==> src/rtl/dcache_ctrl.sv <==
// Direct-mapped write-back/write-allocate data cache controller with a request/ack line memory port.
// Optional hit/miss counters are enabled by defining DCACHE_STATS_EN.
module dcache_ctrl #(
    parameter int unsigned INDEX_BITS = 4,
    parameter int unsigned LINE_BITS  = 256
) (
    input  logic                 clk_i,
    input  logic                 rst_i,
    input  logic                 cpu_req_i,
    input  logic                 cpu_we_i,
    input  logic [31:0]          cpu_addr_i,
    input  logic [31:0]          cpu_data_i,
    output logic [31:0]          cpu_data_o,
    output logic                 cpu_stall_o,
    output logic                 mem_req_o,
    output logic                 mem_we_o,
    output logic [31:0]          mem_addr_o,
    output logic [LINE_BITS-1:0] mem_data_o,
    input  logic [LINE_BITS-1:0] mem_data_i,
`ifdef DCACHE_STATS_EN
    input  logic                 mem_ack_i,
    output logic [31:0]          hit_cnt_o,
    output logic [31:0]          miss_cnt_o
`else
    input  logic                 mem_ack_i
`endif
);

    localparam int unsigned NUM_LINES = 2 ** INDEX_BITS;
    localparam int unsigned TAG_BITS  = 32 - 5 - INDEX_BITS;

    localparam logic [1:0] StIdle  = 2'd0;
    localparam logic [1:0] StWback = 2'd1;
    localparam logic [1:0] StAlloc = 2'd2;

    logic [1:0]            state_q, state_d;
    logic [NUM_LINES-1:0]  valid_q, dirty_q;
    logic [TAG_BITS-1:0]   tag_q  [NUM_LINES];
    logic [LINE_BITS-1:0]  data_q [NUM_LINES];

    logic [INDEX_BITS-1:0] idx;
    logic [TAG_BITS-1:0]   tag;
    logic [2:0]            wsel;
    logic [LINE_BITS-1:0]  line;
    logic [31:0]           rd_word;
    logic                  hit;
    logic                  store_hit;
    logic                  refill;
    logic                  wb_done;
    logic                  stall_c;
    logic [31:0]           rdata_c;
    logic                  unused_addr_bits;

    assign idx              = cpu_addr_i[4+INDEX_BITS:5];
    assign tag              = cpu_addr_i[31:5+INDEX_BITS];
    assign wsel             = cpu_addr_i[4:2];
    assign unused_addr_bits = ^cpu_addr_i[1:0];
    assign line             = data_q[idx];
    assign rd_word          = line[{wsel, 5'b0} +: 32];
    assign hit              = valid_q[idx] & (tag_q[idx] == tag);

    assign store_hit = (state_q == StIdle) & cpu_req_i & cpu_we_i & hit;
    assign refill    = (state_q == StAlloc) & mem_ack_i;
    assign wb_done   = (state_q == StWback) & mem_ack_i;

    always_comb begin
        state_d    = state_q;
        stall_c    = 1'b0;
        rdata_c    = 32'h0;
        mem_req_o  = 1'b0;
        mem_we_o   = 1'b0;
        mem_addr_o = 32'h0;
        mem_data_o = '0;
        case (state_q)
            StIdle: begin
                if (cpu_req_i && !hit) begin
                    stall_c = 1'b1;
                    state_d = (valid_q[idx] && dirty_q[idx]) ? StWback : StAlloc;
                end else if (cpu_req_i && !cpu_we_i) begin
                    rdata_c = rd_word;
                end
            end
            StWback: begin
                stall_c    = 1'b1;
                mem_req_o  = 1'b1;
                mem_we_o   = 1'b1;
                mem_addr_o = {tag_q[idx], idx, 5'b0};
                mem_data_o = line;
                if (mem_ack_i) begin
                    state_d = StAlloc;
                end
            end
            StAlloc: begin
                stall_c    = 1'b1;
                mem_req_o  = 1'b1;
                mem_addr_o = {cpu_addr_i[31:5], 5'b0};
                if (mem_ack_i) begin
                    state_d = StIdle;
                end
            end
            default: begin
                state_d = StIdle;
            end
        endcase
    end

    // Reset forces the CPU-facing outputs low before the FSM has seen a clock edge.
    assign cpu_stall_o = stall_c & ~rst_i;
    assign cpu_data_o  = rdata_c & {32{~rst_i}};

    always_ff @(posedge clk_i or posedge rst_i) begin
        if (rst_i) begin
            state_q <= StIdle;
            valid_q <= '0;
            dirty_q <= '0;
        end else begin
            state_q <= state_d;
            if (refill) begin
                valid_q[idx] <= 1'b1;
                dirty_q[idx] <= 1'b0;
            end else if (wb_done) begin
                dirty_q[idx] <= 1'b0;
            end else if (store_hit) begin
                dirty_q[idx] <= 1'b1;
            end
        end
    end

    // Tag and data arrays carry no reset; the valid bits guard them.
    always_ff @(posedge clk_i) begin
        if (!rst_i) begin
            if (refill) begin
                tag_q[idx]  <= tag;
                data_q[idx] <= mem_data_i;
            end else if (store_hit) begin
                data_q[idx][{wsel, 5'b0} +: 32] <= cpu_data_i;
            end
        end
    end

`ifdef DCACHE_STATS_EN
    logic retry_q;

    always_ff @(posedge clk_i or posedge rst_i) begin
        if (rst_i) begin
            retry_q    <= 1'b0;
            hit_cnt_o  <= 32'h0;
            miss_cnt_o <= 32'h0;
        end else begin
            retry_q <= refill;
            // The re-lookup right after a refill is part of the miss, not a fresh hit.
            if ((state_q == StIdle) && cpu_req_i && hit && !retry_q) begin
                hit_cnt_o <= hit_cnt_o + 32'd1;
            end
            if ((state_q == StIdle) && (state_d != StIdle)) begin
                miss_cnt_o <= miss_cnt_o + 32'd1;
            end
        end
    end
`endif

endmodule
==> config.mk <==
export PLATFORM = sky130hd
export DESIGN_NAME = dcache_ctrl
export DESIGN_NICKNAME = d
export VERILOG_FILES = /design/src/rtl/dcache_ctrl.sv
export SDC_FILE = /design/constraint.sdc
export NUM_CORES = 2
export LEC_CHECK = 0
export CAP_MARGIN = 25
export CORE_AREA = 2 2 602 604
export CTS_CLUSTER_SIZE = 30
export DETAILED_ROUTE_END_ITERATION = 8
export DIE_AREA = 0 0 604 606
export GPL_TIMING_DRIVEN = 0
export PLACE_DENSITY = 0.67
export SLEW_MARGIN = 10
export SYNTH_ARGS = -nofsm -noshare
export SYNTH_HDL_FRONTEND = slang
export SYNTH_MEMORY_MAX_BITS = 65536
export SYNTH_SLANG_ARGS = --single-unit
==> constraint.sdc <==
create_clock -name clk_i -period 16.5 [get_ports clk_i]
set_clock_uncertainty 0.15 [all_clocks]
set_input_delay 4.125 -clock clk_i [delete_from_list [all_inputs] [get_ports clk_i]]
set_output_delay 4.125 -clock clk_i [all_outputs]
set_load 0.05 [all_outputs]
==> metrics.yaml <==
fin_crit_ns: 16.00
start_kind: "input port"
htree_num_levels: 5
fill_cells: 24650
regArea_um2: 134900
grt_pass1_vias: 93560
crit_fanout: 10
antenna_left: 0
wl_um: 629100
r2r_slack_ns: 10.01
area_delta_synth_final_pct: 20.31
postCtsResizedCells: 0
ys_ff_latch: 4498
core_um2: 360300
vdd_drop_max_mv: 0.1032
dpl_cell_area_um2: 200900
synth_warnings: 0
cts_buffers: 439
setup_viol: 0
grt_max_degree: 22
grt_pass1_wl_um: 829400
die_x_um: 604
final_area_um2: 215800
status: "finished, final reports clean"
setup_ws_ns: 0.5004
cts_tree: "built"
start_util_pct: 49.78
dp_slack_ns: 0.9786
synth_edf_count: 4464
end_kind: "output port"
syn_inst: 7867
dr.first_iter.drc_count: 17320
cap_violations: 0
pin_count: 648
synth.avg_cell_area_um2: 22.80
cp_data_arrival_time_ns: 11.72
min_path_type: "register to register"
ys_seq_area_share_pct: 75.22
wl_per_cell_um: 42.98
cts_buffer_depth: 4
slew_headroom_pct: 17.65
drc: 0
tns_ns: 0
p_leak_nw: 67.67
cts_hold_buf: 0
final-max-slew-violation-count: 0
power_mw: 24.79
clk_pin_slew_ns: 0.06
antenna_found_initial: 141
crit_type: "input port to output port"
tightest_slew_ns: 1.235
rows: 221
power_density_nw_per_um2: 114.9
dr_total_vias: 98530
dp_hpwl_um: 457800
numClockSinks: 4498
die_y_um: 606
dieArea_um2: 366000
fmax_ghz: 0.06250
netlist-cell-type-count: 75
gp_congestion: 0.9925
synth_ff_type: "edfxtp_1"
drtPass1Iterations: 8
fin_nets: 9674
clockRootBuffer: "clkbuf_16"
min_period_over_period_pct: 96.97
clock_latency_ns: 1.01
worstPathRequired_ns: 12.23
cts_setup_buffers: 0
fin_hold_ws_ns: 0.3221
synthArstFlopShare_pct: 0.7559
grtUsageTotal_pct: 34.23
via_per_inst: 6.732
multiInputGateArea_um2: 43470
numPortBuffers: 636
syn_area_um2: 179300
rsz0062_at_grt: "false"
hold_viol_final: 0
grt-ovfl-total: 0
drive_gt1_share_pct: 31.16
[state kept, by name, summed over array words and instances, names as in the netlist, named ones only]
name     flops
data_q    4096
valid_q     16
state_q      2
tag_q      368
[worst max-delay path: stages]
cell and delay [ns]:
clkbuf_1 0.36, buf_2 0.42, buf_2 0.55, buf_4 0.38
buf_2 0.74, buf_2 0.83, clkbuf_1 0.92, mux4_2 0.41
mux4_2 0.65, mux4_2 0.71, nand2_1 0.53, a21oi_1 0.24
clkdlybuf4s50_1 0.76
[metrics by stage]
stage | utilization, % | std cells
finish | 59.89 | 14640
global route | 59.80 | 14510
CTS | 59.63 | 14430
detailed placement | 55.77 | 13640
global placement | 53.21 | 13300
floorplan | - | 7871
[cell usage in the layout (no fill, tap or decap), types with 16 or more instances in the layout]
| cell type | n |
|---|---|
| inv_1 | 77 |
| mux2i_1 | 119 |
| clkbuf_1 | 282 |
| mux2_1 | 20 |
| nand2b_1 | 40 |
| dfrtp_1 | 34 |
| clkbuf_16 | 446 |
| nor2_4 | 17 |
| buf_12 | 85 |
| diode_2 | 151 |
| a22oi_1 | 38 |
| o21bai_1 | 17 |
| nor2_1 | 112 |
| clkdlybuf4s50_1 | 636 |
| clkbuf_4 | 20 |
| a21oi_4 | 128 |
| clkinv_2 | 71 |
| buf_1 | 60 |
| mux2i_2 | 16 |
| o21ai_0 | 27 |
| edfxtp_1 | 4464 |
| mux2_2 | 181 |
| nand2_1 | 147 |
| bufinv_16 | 35 |
| mux4_2 | 1423 |
| buf_2 | 131 |
| buf_4 | 62 |
| a21oi_1 | 41 |
| clkinv_1 | 112 |
| buf_6 | 52 |
| buf_16 | 180 |
| buf_8 | 51 |
| and2_1 | 266 |
| nor2b_1 | 32 |
| clkbuf_2 | 45 |
[cells by family after synthesis]
family / after synthesis / synth area share, %
flip-flops: 4498 / 75.22
XOR/XNOR: 14 / 0.06837
other: 1 / 0.002091
adder cells (fa/ha/maj): 9 / 0.06279
buffers and inverters: 566 / 1.462
AO/OA/AOI/OAI: 335 / 1.201
AND/OR/NAND/NOR: 684 / 2.086
multiplexers: 1760 / 19.90
[routing by layer]
layer	vias up	wire length [µm]	track usage, %
li1	36520	-	-
met5	-	916	0.3528
met2	8340	285300	51.07
met3	1920	82550	11.37
met1	51700	204800	41.81
met4	54	55640	25.57
[power by group]
part / switching [mW] / internal, mW / total [mW]
Sequential: 0.0327 / 12.7 / 12.7
Clock: 4.33 / 5.52 / 9.85
Combinational: 1.51 / 0.718 / 2.23
Total: 5.87 / 18.9 / 24.8
[area by class of cell]
| type | count | share of cell area, % |
|---|---|---|
| Multi-Input combinational cell | 2807 | 20.14 |
| Tap cell | 4794 | 2.780 |
| Buffer | 488 | 1.111 |
| Antenna cell | 151 | 0.1751 |
| Clock inverter | 254 | 1.089 |
| Clock buffer | 539 | 5.358 |
| Timing Repair Buffer | 1028 | 6.686 |
| Inverter | 78 | 0.1357 |
| Sequential cell | 4498 | 62.52 |
[Yosys cell counts, types with 7 or more instances]
cell / number / area share [%]
inv_1: 77 / 0.16
nand3_1: 10 / 0.028
and2_1: 266 / 0.93
buf_4: 30 / 0.13
xnor2_1: 8 / 0.039
nor2_1: 128 / 0.27
nand2b_1: 40 / 0.14
a21oi_1: 169 / 0.47
o21bai_1: 17 / 0.071
edfxtp_1: 4464 / 75
a22oi_1: 38 / 0.16
o21ai_0: 27 / 0.075
clkbuf_1: 239 / 0.50
nand4_2: 8 / 0.056
o22ai_1: 11 / 0.038
mux4_2: 1423 / 18
a22o_1: 15 / 0.073
dfrtp_1: 34 / 0.47
nand2_1: 147 / 0.31
mux2_2: 181 / 1.1
and4_1: 11 / 0.054
buf_6: 22 / 0.14
nor2b_1: 32 / 0.11
buf_1: 69 / 0.14
mux2i_1: 135 / 0.75
mux2_1: 20 / 0.13
ha_1: 9 / 0.063
o41ai_2: 8 / 0.073
buf_2: 122 / 0.34
o41ai_1: 7 / 0.034
[path summary, 6_finish.rpt]
| path | startpoint | to | depth (start not counted) |
|---|---|---|---|
| setup reg to reg | tag_q[13][20] | data_q[15][75] | 12 |
| min in group asynchronous | rst_i | state_q[1] | 2 |
| max in group asynchronous | rst_i | async pin | 3 |
| hold reg to reg | valid_q[7] | valid_q[7] | 1 |
| hold / removal | valid_q[7] | valid_q[7] | 1 |
| setup / recovery | cpu_addr_i[6] | cpu_data_o[27] | 13 |
(Power assumes the default switching activity.)
